### config.mk
export PLATFORM = sky130hd
export DESIGN_NAME = pc_sequencer
export DESIGN_NICKNAME = d
export VERILOG_FILES = /design/src/rtl/pc_sequencer.sv
export SDC_FILE = /design/constraint.sdc
export NUM_CORES = 1
export LEC_CHECK = 0
export BUFFER_PORTS_ARGS = -buffer_cell sky130_fd_sc_hd__buf_2
export CORE_UTILIZATION = 59
export DETAILED_ROUTE_END_ITERATION = 8
export HOLD_SLACK_MARGIN = 0.02
export PLACE_DENSITY = 0.79
export REMOVE_ABC_BUFFERS = 1
export SLEW_MARGIN = 10
export SYNTH_ARGS = -nofsm -noshare
export SYNTH_HDL_FRONTEND = slang
export SYNTH_SLANG_ARGS = --single-unit
### constraint.sdc
create_clock -name CLK -period 10.1 [get_ports CLK]
set_clock_uncertainty 0.2 [all_clocks]
set_input_delay 2.02 -clock CLK [delete_from_list [all_inputs] [get_ports CLK]]
set_output_delay 2.02 -clock CLK [all_outputs]
set_load 0.01 [all_outputs]
### src/rtl/pc_sequencer.sv
// Fetch-side program-counter sequencer: selects sequential/jump/branch next PC,
// freezes the PC while either cache is busy and replays the buffered target afterwards.
module pc_sequencer #(
    parameter logic [31:0] RESET_PC = 32'h0000_0000,
    parameter int          CNT_W    = 16
) (
    input  logic             CLK,
    input  logic             RESET,
    input  logic [1:0]       BRANCH,
    input  logic             ZERO,
    input  logic [7:0]       OFFSET,
    input  logic             IBUSY,
    input  logic             DBUSY,
    input  logic             HALT,
    output logic [31:0]      PC,
    output logic             FETCH_VALID,
    output logic             STALL,
    output logic [CNT_W-1:0] STALL_COUNT
);

    localparam logic [1:0] S_BOOT   = 2'd0;
    localparam logic [1:0] S_RUN    = 2'd1;
    localparam logic [1:0] S_WAIT   = 2'd2;
    localparam logic [1:0] S_HALTED = 2'd3;

    logic [1:0]       state_q, state_d;
    logic [31:0]      pc_q, pc_d;
    logic [31:0]      pend_q, pend_d;
    logic             fv_q, fv_d;
    logic [CNT_W-1:0] cnt_q, cnt_d;

    logic             busy;
    logic             take;
    logic [31:0]      seq_pc;
    logic [31:0]      tgt_pc;
    logic [31:0]      npc;

    // Word offset to byte offset, sign preserved.
    function automatic logic [31:0] byte_offset(input logic [7:0] off);
        logic signed [31:0] ext;
        ext = {{24{off[7]}}, off};
        return ext <<< 2;
    endfunction

    // Stall counter sticks at all-ones instead of wrapping.
    function automatic logic [CNT_W-1:0] sat_inc(input logic [CNT_W-1:0] c);
        return (&c) ? c : c + 1'b1;
    endfunction

    assign busy   = IBUSY | DBUSY;
    assign seq_pc = pc_q + 32'd4;
    assign tgt_pc = seq_pc + byte_offset(OFFSET);
    assign take   = BRANCH[0] ^ (BRANCH[1] & ZERO);
    assign npc    = take ? tgt_pc : seq_pc;

    always_comb begin
        state_d = state_q;
        pc_d    = pc_q;
        pend_d  = pend_q;
        fv_d    = fv_q;
        cnt_d   = cnt_q;
        case (state_q)
            S_BOOT: begin
                state_d = S_RUN;
                fv_d    = 1'b1;
            end
            S_RUN: begin
                if (busy) begin
                    // Capture the target now: decoder outputs may change while stalled.
                    pend_d  = npc;
                    cnt_d   = sat_inc(cnt_q);
                    state_d = S_WAIT;
                end else if (HALT) begin
                    fv_d    = 1'b0;
                    state_d = S_HALTED;
                end else begin
                    pc_d = npc;
                end
            end
            S_WAIT: begin
                if (busy) begin
                    cnt_d = sat_inc(cnt_q);
                end else begin
                    pc_d    = pend_q;
                    state_d = S_RUN;
                end
            end
            S_HALTED: begin
            end
            default: begin
                state_d = S_BOOT;
            end
        endcase
    end

    always_ff @(posedge CLK) begin
        if (RESET) begin
            state_q <= S_BOOT;
            pc_q    <= RESET_PC;
            pend_q  <= 32'd0;
            fv_q    <= 1'b0;
            cnt_q   <= '0;
        end else begin
            state_q <= state_d;
            pc_q    <= pc_d;
            pend_q  <= pend_d;
            fv_q    <= fv_d;
            cnt_q   <= cnt_d;
        end
    end

    assign PC          = pc_q;
    assign FETCH_VALID = fv_q;
    assign STALL       = busy & ((state_q == S_RUN) | (state_q == S_WAIT));
    assign STALL_COUNT = cnt_q;

endmodule

==> out/metrics.cfg, run 1 <==
[run_status]
run_status=finished clean

[pwr]
cellPowerDensity_mw_per_mm2=150
static_leak_nw=2.89
vdd_drop_max_mv=0.165

[setup_path]
start_kind=input pin
worst_path_class_setup=input pin to output pin
worst_r2r_startpoint=PC[8]$_SDFFE_PP0P_
timing.critical_path.to_type=output pin
timing.critical_path.required_ns=7.88
arrival_ns=2.80
critical_path.startpoint=DBUSY
worst-path-max-fanout=9

[final_layout]
final_layout_size_suffix_gt1_frac=0.129
nNetsFinal=893
num_antenna_cells=0
area_delta_synth_final_pct=8.99
nFillCells=892
footprint_of_the_multi_input_gates_mm2=0.00416
register_area_mm2=0.00166
postLayoutCellArea_mm2=0.00666

[hold_path]
min-delay-path-class=register to register
hp-start=pend_q[0]$_SDFFE_PP0P_

[placed_design]
place_hpwl_um=11800
buffer_ports.inserted=65
postPlaceCellArea_mm2=0.00644
preCtsSetupSlack_ns=4.92
gp_congestion=0.998

[die]
die_y_um=104
start_util=0.616
floorplan_die_width_um=104
design.portCount=66
die_area_mm2=0.0108
rows=36
design.core.area_mm2=0.00991

[clocking]
cts-root-to-sink-buffers=2
clk-insertion-delay-late_ns=0.37
clk_root_buffer_cell=sky130_fd_sc_hd__clkbuf_8
cts.sinks=83
cts_htree_levels=3
ctsResizeCount=0
cts_hold_buf=0
post-cts-setup-buffer-count=0
cts_buffers=9
cts_tree=yes
clk_pin_slew_ns=0.08

[route]
initialDrtViolationCount=438
drt_drc_violations_left=0
vias_per_cell=6.26
dr_total_vias=6081
drtAntennaViolNets=0
drt_wl_total_um=17100
detail_route.first_pass.iterations=6
routed_wire_length_per_instance_um=17.6

[global_route]
first_global_vias=5590
grt_antenna_before_repair=0
globalRouteTotalUtil=0.314
pin_count_of_the_biggest_net_entering_global_routing=89
grt-ovfl-total=0
grt_first_pass_wirelength_um=27500

[timing]
rsz0062_at_grt=false
crit_path_setup_slack_layout_ns=5.08
slew_headroom=0.336
period_share=0.497
finalCriticalPeriod_ns=5.02
slew_violations=0
setup-violations-final=0
fmax_mhz=199
worst_pin_slew_ns=0.994
final.setup.tns_ns=0
final_hold_viol_count=0

[run]
timing.max_cap.violations=0

[logic_synthesis]
seq_area_frac_synth=0.272
synth_area_per_cell_um2=7.67
netlist_instances=796
synth_fa_ha_area_frac=0.0893
synth_top_family_by_area=simple AND/OR/NAND/NOR gates
synthSimpleGateAreaFrac=0.258
syn-cell-area_mm2=0.00611
area_fraction_in_compound_gates_after_synthesis=0.222
dominantRegCellSynth=sky130_fd_sc_hd__dfxtp_1
synth-warning-count=0
ys_seq_elements=83
synth-async-reset-ratio=0
synth_xor_area_frac=0.0932
post_synth_mux_area_share=0.0133
synthDistinctLibCells=69
synth_edf_count=0

[kinds of logic (layout without fill, tap and decap cells)]
kind of cell | Yosys count | after routing
AND/OR/NAND/NOR | 329 | 329
AO/OA/AOI/OAI | 203 | 203
flip-flops | 83 | 83
XOR/XNOR | 65 | 65
buffers and inverters | 65 | 108
adder cells (fa/ha/maj) | 43 | 43
multiplexers | 8 | 8
[layout make-up]
type | count | area share
Multi-Input combinational cell | 648 | 0.625
Inverter | 21 | 0.0126
Timing Repair Buffer | 71 | 0.0556
Sequential cell | 83 | 0.250
Tap cell | 133 | 0.0250
Clock inverter | 6 | 0.0133
Clock buffer | 10 | 0.0192
[flip-flops by register name, summed over array words and instances, names as in the netlist]
signal / cells
state_q: 2
FETCH_VALID: 1
PC: 32
STALL_COUNT: 16
pend_q: 32
[cell usage in the layout (no fill, tap or decap), drive strengths merged, types with 5 or more instances in the layout]
master,instances
nand3,47
inv,21
or3,6
o21ai,36
o22ai,7
xnor2,38
nand4,11
nand2,101
a311oi,6
clkbuf,10
a21oi,52
o211ai,7
or2,5
nor3,19
a221oi,7
a211oi,19
ha,42
and4,6
nor2,77
and3,23
xor2,27
a21o,24
nand2b,5
nor2b,9
mux2i,7
buf,71
dfxtp,83
and2,7
a31oi,23
[where the power goes]
| part | leakage [nW] | internal [W] | switching (W) |
|---|---|---|---|
| clock | 0.108 | 0.000140 | 0.000132 |
| sequential | 0.675 | 0.000368 | 0.0000324 |
| combinational | 2.11 | 0.000116 | 0.000210 |
| total | 2.89 | 0.000624 | 0.000374 |
[cell usage after synthesis (all sizes together), types with 7 or more instances]
library cell  count  share of area
nor2b             9         0.0092
nor2             77          0.048
a21o             24          0.030
nor3             19          0.016
xnor2            38          0.054
a31oi            23          0.025
buf               8         0.0074
a21oi            52          0.044
a211oi           19          0.024
xor2             27          0.039
and3             23          0.024
nand2           101          0.062
clkbuf           35          0.030
and2              7         0.0074
ha               42          0.086
o211ai            7         0.0086
o22ai             7         0.0082
a221oi            7          0.010
mux2i             7          0.011
o21ai            36          0.030
nand4            11          0.011
dfxtp            83           0.27
inv              20          0.012
nand3            47          0.039
[stage by stage]
step	hold WS, ns	utilization	total power, W	cells
final	0.268	0.672	0.000998	972
after CTS	0.266	0.672	0.000995	972
after global placement	0.241	0.650	0.000713	956
after global routing	0.284	0.672	0.00105	972
after detailed placement	0.255	0.650	0.000726	956
after floorplan	0.231	-	0.000622	752
[worst max-delay path: stages]
cell                      delay, ns
sky130_fd_sc_hd__buf_2         0.09
sky130_fd_sc_hd__or2_1         0.33
sky130_fd_sc_hd__nand2_1       0.15
sky130_fd_sc_hd__inv_1         0.06
sky130_fd_sc_hd__buf_2         0.14
[per-layer routing]
| metal | share of wire | vias to the layer above | GRT usage | wire length, µm |
|---|---|---|---|---|
| met5 | 0 | - | 0 | 0 |
| met4 | 0.020 | 0 | 0.121 | 335 |
| met3 | 0.073 | 32 | 0.0415 | 1250 |
| met2 | 0.47 | 246 | 0.512 | 7960 |
| met1 | 0.44 | 2870 | 0.423 | 7540 |
| li1 | - | 2933 | - | - |
[worst paths after layout]
check,depth (start not counted),slack [ns],to
max,5,5.08,STALL
min,2,0.27,pend_q[0]$_SDFFE_PP0P_
max reg2reg,16,5.31,PC[30]$_SDFFE_PP0P_
min reg2reg,2,0.27,pend_q[0]$_SDFFE_PP0P_
Power figures use the tool's default switching activity.
==> inputs of run 2 (changes only) <==
- CORE_UTILIZATION: 59 -> 54
- PLACE_DENSITY: 0.79 -> 0.76
- clock period: 10.1 -> 4.1 ns (I/O delays scaled with it)
==> run 2 against run 1 <==
  * Count of clock-buffer cells in the layout is 2 higher
  * Critical path depth up 10
  * Register-to-register slack worse by 5.2 ns
  * Critical endpoint is now pend_q[28]$_SDFFE_PP0P_
  * Total power rose to 2.6 times the previous value
  * Global-route usage down 1.5 points
  * Sequential power is 150% higher
  * First-iteration DRC count is 24% higher
  * Non-clock buffer count is 28 higher
  * Sequential cell count unchanged
  * Via count grew 3.4%
  * Highest routed layer unchanged
==> out/metrics.cfg, run 2 (same netlist as run 1, synthesis figures left out) <==
[timing]
setup-violations-final=0  ; unchanged
finalCriticalPeriod_ns=3.98
final_hold_viol_count=0  ; unchanged
slew_headroom=0.401  ; +0.0654
worst_pin_slew_ns=0.898  ; -0.0957 ns
slew_violations=0  ; unchanged
crit_path_setup_slack_layout_ns=0.117  ; -4.96 ns
period_share=0.971
fmax_mhz=251

[final_layout]
mostFrequentLayoutCells=101 x sky130_fd_sc_hd__nand2_1, 80 x sky130_fd_sc_hd__dfxtp_1, 76 x sky130_fd_sc_hd__nor2_1, 65 x sky130_fd_sc_hd__buf_2, 49 x sky130_fd_sc_hd__a21oi_1
postLayoutCellArea_mm2=0.00700  ; +5.1%
area_delta_synth_final_pct=14.6
nNetsFinal=921  ; +3.1%
layout.cells.most_common=sky130_fd_sc_hd__nand2_1
final_layout_size_suffix_gt1_frac=0.175  ; +0.0466
num_antenna_cells=0  ; unchanged

[die]
floorplan_die_width_um=108  ; +4.4%
design.portCount=66  ; unchanged
start_util=0.558  ; -0.0578
rows=38  ; +5.6%
die_y_um=108  ; +4.4%
design.core.area_mm2=0.0109  ; +10%
die_area_mm2=0.0117  ; +9.1%

[global_route]
globalRouteTotalUtil=0.299  ; -0.0150
first_global_vias=5801  ; +3.8%
grt-ovfl-total=0  ; unchanged
grt_first_pass_wirelength_um=27700  ; +0.73%
grt_antenna_before_repair=0  ; unchanged
pin_count_of_the_biggest_net_entering_global_routing=42  ; -53%

[hold_path]
min-delay-path-class=register to register
min_path_cells=2  ; unchanged

[clocking]
cts_buffers=9  ; unchanged
cts_tree=yes
cts.sinks=83  ; unchanged
clk_root_buffer_cell=sky130_fd_sc_hd__clkbuf_16
cts_hold_buf=0  ; unchanged
clk_pin_slew_ns=0.06  ; -0.02 ns
clk-insertion-delay-late_ns=0.34  ; -0.03 ns
cts_htree_levels=3  ; unchanged
cts-root-to-sink-buffers=2  ; unchanged

[route]
drtAntennaViolNets=0  ; unchanged
drt_drc_violations_left=0  ; unchanged
initialDrtViolationCount=542  ; +24%
drt_wl_total_um=17700  ; +3.3%
dr_total_vias=6285  ; +3.4%
routed_wire_length_per_instance_um=17.5  ; -0.25%
vias_per_cell=6.24  ; -0.24%
detail_route.first_pass.iterations=8  ; +2

[setup_path]
timing.critical_path.to_type=register
start_kind=register
arrival_ns=4.04  ; +1.24 ns
worst_path_class_setup=register to register
worst-r2r-cell-count=15  ; -1
timing.critical_path.required_ns=4.16  ; -3.72 ns
r2r_slack_ns=0.12  ; -5.19 ns
worst-path-max-fanout=6  ; -3

[pwr]
power.switching_fraction=0.365  ; -0.0102
power.clock.fraction=0.294  ; +0.021
static_leak_nw=3.08  ; +6.6%
internal_power_w=0.00164  ; +160%
pwr-share-seq=0.380  ; -0.021
p_sw_w=0.000943  ; +150%
vdd_drop_max_mv=0.326  ; +97%
combinationalPowerShare=0.326  ; about the same
cellPowerDensity_mw_per_mm2=370  ; +150%

[placed_design]
buffer_ports.inserted=65  ; unchanged
gp_congestion=0.982  ; -1.6%
postPlaceCellArea_mm2=0.00663  ; +2.9%
place_hpwl_um=12600  ; +6.9%
preCtsSetupSlack_ns=-0.0938  ; -5.01 ns

[run]
timing.max_cap.violations=0  ; unchanged

[run_status]
run_status=finished clean

## run 2: critical path, cell delays in order (launching register included)
cell	delay [ns]
sky130_fd_sc_hd__dfxtp_2	0.36
sky130_fd_sc_hd__and3_1	0.20
sky130_fd_sc_hd__and2_2	0.22
sky130_fd_sc_hd__and3_4	0.24
sky130_fd_sc_hd__nand2_1	0.10
sky130_fd_sc_hd__xnor2_2	0.19
sky130_fd_sc_hd__ha_2	0.35
sky130_fd_sc_hd__a211oi_1	0.26
sky130_fd_sc_hd__o211ai_1	0.19
sky130_fd_sc_hd__a41oi_2	0.37
sky130_fd_sc_hd__o21ai_2	0.13
sky130_fd_sc_hd__a31o_2	0.30
sky130_fd_sc_hd__a31oi_2	0.21
sky130_fd_sc_hd__mux2i_1	0.25
sky130_fd_sc_hd__nor2b_2	0.09
sky130_fd_sc_hd__a211oi_1	0.24
## run 2: worst paths after layout
path,start,endpoint
min reg2reg,pend_q[1]$_SDFFE_PP0P_,pend_q[1]$_SDFFE_PP0P_
max reg2reg,PC[5]$_SDFFE_PP0P_,pend_q[28]$_SDFFE_PP0P_
max,PC[5]$_SDFFE_PP0P_,pend_q[28]$_SDFFE_PP0P_
min,pend_q[1]$_SDFFE_PP0P_,pend_q[1]$_SDFFE_PP0P_
## run 2: per-stage QoR
step,instances,power [W],util,hold WS (ns),setup TNS [ns]
floorplan,752,0.00153,-,0.231,0
global route,1007,0.00270,0.640,0.268,-0.150
detailed placement,988,0.00181,0.606,0.251,-0.184
CTS,1005,0.00256,0.632,0.259,0
global placement,988,0.00178,0.606,0.242,0
finish,1007,0.00259,0.640,0.257,0
## run 2: layer usage
metal / vias to the layer above / track usage / routed length (µm)
met4: 0 / 0.125 / 343
li1: 3002 / - / -
met5: - / 0 / 0
met3: 35 / 0.0356 / 1390
met2: 295 / 0.511 / 8510
met1: 2953 / 0.382 / 7410
## run 2: what timing repair did
item / in CTS / in global routing
pin swaps: 1 / 5
resized for setup: 2 / 17
setup buffers: 1 / 2
endpoints found under the setup margin: 2 / 22
## run 2: final cells by class
class	instances	area, µm²
multi-input cells	648	4220
fillers	939	3940
flip-flops and latches	83	1670
repair buffers	99	581
clock buffers	12	246
well taps	140	175
inverters	21	83.8
clock inverters	4	26.3
## run 2: power by group through the flow
stage | Sequential [W] | Combinational, W | Clock (W)
finish | 0.000982 | 0.000843 | 0.000761
global route | 0.000991 | 0.000919 | 0.000793
CTS | 0.000979 | 0.000819 | 0.000761
detailed placement | 0.000996 | 0.000812 | 0
global placement | 0.000989 | 0.000786 | 0
floorplan | 0.000994 | 0.000538 | 0
==> inputs of run 3 (changes only) <==
- CORE_UTILIZATION: 54 -> 59
- CTS_CLUSTER_SIZE: not set -> 25
- PLACE_DENSITY: 0.76 -> 0.79
- clock period: 4.1 -> 4.8 ns (I/O delays scaled with it)
==> run 3 against run 2 <==
  * First-iteration DRC count is 3.7% higher
  * Final area down 4.8%
  * Register-to-register slack better by 0.27 ns
  * Highest routed layer unchanged
==> out/metrics.cfg, run 3 (same netlist as run 1, synthesis figures left out) <==
[run_status]
run_status=finished clean

[final_layout]
num_antenna_cells=0  ; unchanged
nFillCells=846  ; -9.9%
footprint_of_the_multi_input_gates_mm2=0.00416  ; -1.5%
register_area_mm2=0.00166  ; -0.23%
area_delta_synth_final_pct=9.12
layout.cells.most_common=sky130_fd_sc_hd__nand2_1
nNetsFinal=896  ; -2.7%
final_layout_size_suffix_gt1_frac=0.133  ; -0.0421
mostFrequentLayoutCells=101 x sky130_fd_sc_hd__nand2_1, 83 x sky130_fd_sc_hd__dfxtp_1, 76 x sky130_fd_sc_hd__nor2_1, 65 x sky130_fd_sc_hd__buf_2, 49 x sky130_fd_sc_hd__a21oi_1

[timing]
period_share=0.920  ; -0.0517
final.setup.tns_ns=0  ; unchanged
worst_pin_slew_ns=1.01  ; +0.113 ns
final_hold_viol_count=0  ; unchanged
crit_path_setup_slack_layout_ns=0.385  ; +0.268 ns
slew_violations=0  ; unchanged
slew_headroom=0.324  ; -0.0770
rsz0062_at_grt=false
fmax_mhz=227  ; -9.8%
finalCriticalPeriod_ns=4.41  ; +0.432 ns
setup-violations-final=0  ; unchanged

[setup_path]
arrival_ns=4.50  ; +0.46 ns
cp_common_cell=sky130_fd_sc_hd__nor3_1
timing.critical_path.to_type=register
timing.critical_path.slowest_stage_cell=sky130_fd_sc_hd__dfxtp_1
r2r_slack_ns=0.39  ; +0.27 ns
worst-r2r-cell-count=15  ; unchanged
worstPathCellList=and4_1 > and4_1 > nand4_1 > and3b_1 > nand2_1 > xnor2_1 > ha_1 > a21oi_1 > inv_1 > a21oi_1 > o21ai_0 > nor3_1 > mux2i_1 > nor3_1 > nor3_1
timing.critical_path.buf_inv=1  ; +1
worst_r2r_startpoint=PC[8]$_SDFFE_PP0P_
worst_path_class_setup=register to register
critical-path-top-delay-family=simple AND/OR/NAND/NOR gates
worst_path_largest_cell_delay_ns=0.45  ; +0.08 ns
critical_path.startpoint=PC[8]$_SDFFE_PP0P_
timing.critical_path.required_ns=4.89  ; +0.73 ns
r2r_end=pend_q[29]$_SDFFE_PP0P_
start_kind=register
worst-path-max-fanout=7  ; +1

[hold_path]
min-delay-path-class=register to register
min_path_cells=2  ; unchanged
end_point_of_the_worst_hold_path=pend_q[10]$_SDFFE_PP0P_
hp-start=pend_q[10]$_SDFFE_PP0P_

[route]
drt_drc_violations_left=0  ; unchanged
routed_wire_length_per_instance_um=17.9  ; +1.8%
vias_per_cell=6.40  ; +2.6%
initialDrtViolationCount=562  ; +3.7%
drtAntennaViolNets=0  ; unchanged
drt_wl_total_um=17400  ; -1.5%
detail_route.first_pass.iterations=6  ; -2
dr_total_vias=6235  ; -0.80%

[global_route]
globalRouteTotalUtil=0.323  ; +0.0239
first_global_vias=5935  ; +2.3%
grt_first_pass_wirelength_um=28400  ; +2.6%
pin_count_of_the_biggest_net_entering_global_routing=52  ; +24%
grt-ovfl-total=0  ; unchanged
grt_antenna_before_repair=0  ; unchanged

[die]
die_y_um=104  ; -4.3%
rows=36  ; -5.3%
design.core.area_mm2=0.00991  ; -9.4%
design.portCount=66  ; unchanged
start_util=0.616  ; +0.0578
die_area_mm2=0.0108  ; -8.3%
floorplan_die_width_um=104  ; -4.3%

[pwr]
p_sw_w=0.000789  ; -16%
power.clock.fraction=0.254  ; -0.040
power.switching_fraction=0.382  ; +0.0175
internal_power_w=0.00127  ; -22%
combinationalPowerShare=0.338  ; +0.012
static_leak_nw=2.90  ; -5.8%
pwr-share-seq=0.408  ; +0.028
vdd_drop_max_mv=0.233  ; -28%
cellPowerDensity_mw_per_mm2=310  ; -16%

[clocking]
clk_root_buffer_cell=sky130_fd_sc_hd__clkbuf_8
clk_pin_slew_ns=0.09  ; +0.03 ns
post-cts-setup-buffer-count=0  ; -1
cts-root-to-sink-buffers=2  ; unchanged
cts.sinks=83  ; unchanged
cts_tree=yes
cts_htree_levels=3  ; unchanged
clk-insertion-delay-late_ns=0.36  ; +0.02 ns
cts_buffers=9  ; unchanged

[placed_design]
place_hpwl_um=12300  ; -2.5%
gp_congestion=0.950  ; -3.2%
preCtsSetupSlack_ns=0.362  ; +0.456 ns
buffer_ports.inserted=65  ; unchanged

[run]
timing.max_cap.violations=0  ; unchanged

-- run 3: per-layer routing --
| metal | share of wire | vias up | wire length, µm | global-route usage |
|---|---|---|---|---|
| met4 | 0.025 | 0 | 433 | 0.136 |
| met2 | 0.46 | 306 | 7970 | 0.523 |
| li1 | - | 2947 | - | - |
| met1 | 0.44 | 2936 | 7590 | 0.426 |
| met3 | 0.081 | 46 | 1410 | 0.0548 |
| met5 | 0 | - | 0 | 0 |
-- run 3: worst min-delay path: stages, from the launching register on --
cell	delay, ns
sky130_fd_sc_hd__dfxtp_1	0.32
sky130_fd_sc_hd__nand2_1	0.05
sky130_fd_sc_hd__a21oi_1	0.05
-- run 3: worst max-delay path by stage --
stage | endpoint | slack (ns) | depth (start not counted)
CTS | PC[31]$_SDFFE_PP0P_ | 0.34 | 15
finish | pend_q[29]$_SDFFE_PP0P_ | 0.39 | 15
floorplan | PC[30]$_SDFFE_PP0P_ | 0.83 | 5
global placement | pend_q[26]$_SDFFE_PP0P_ | 0.49 | 16
detailed placement | PC[31]$_SDFFE_PP0P_ | 0.36 | 15
global route | pend_q[26]$_SDFFE_PP0P_ | 0.16 | 16
-- run 3: area by class of cell --
| type | count | area share |
|---|---|---|
| clock buffer | 10 | 0.0207 |
| inverter | 21 | 0.0126 |
| timing repair buffer | 74 | 0.0590 |
| tap | 133 | 0.0250 |
| sequential | 83 | 0.249 |
| clock inverter | 5 | 0.00939 |
| multi-input combinational | 648 | 0.624 |
-- run 3: power by group through the flow --
stage          sequential, W  clock [W]  combinational, W
6_report            0.000842   0.000524          0.000698
5_1_grt             0.000851   0.000560          0.000762
4_1_cts             0.000839   0.000526          0.000682
3_5_place_dp        0.000854          0          0.000677
3_3_place_gp        0.000848          0          0.000656
2_1_floorplan       0.000849          0          0.000459
-- run 3: timing repair --
action	4_1_cts	5_1_grt
endpoints found under the setup margin	0	3
hold endpoints to repair	0	0
gates resized for setup	0	2
hold buffers	0	0
-- run 3: metrics by stage --
step                      total power, W  instances  cell area [µm²]   util  hold WS (ns)
after detailed placement         0.00153        959             6450  0.651         0.251
after global routing             0.00217        974             6660  0.672         0.280
after floorplan                  0.00131        752             5870      -         0.231
after CTS                        0.00205        974             6650  0.671         0.263
final                            0.00206        974             6660  0.672         0.261
after global placement           0.00150        959             6450  0.651         0.242
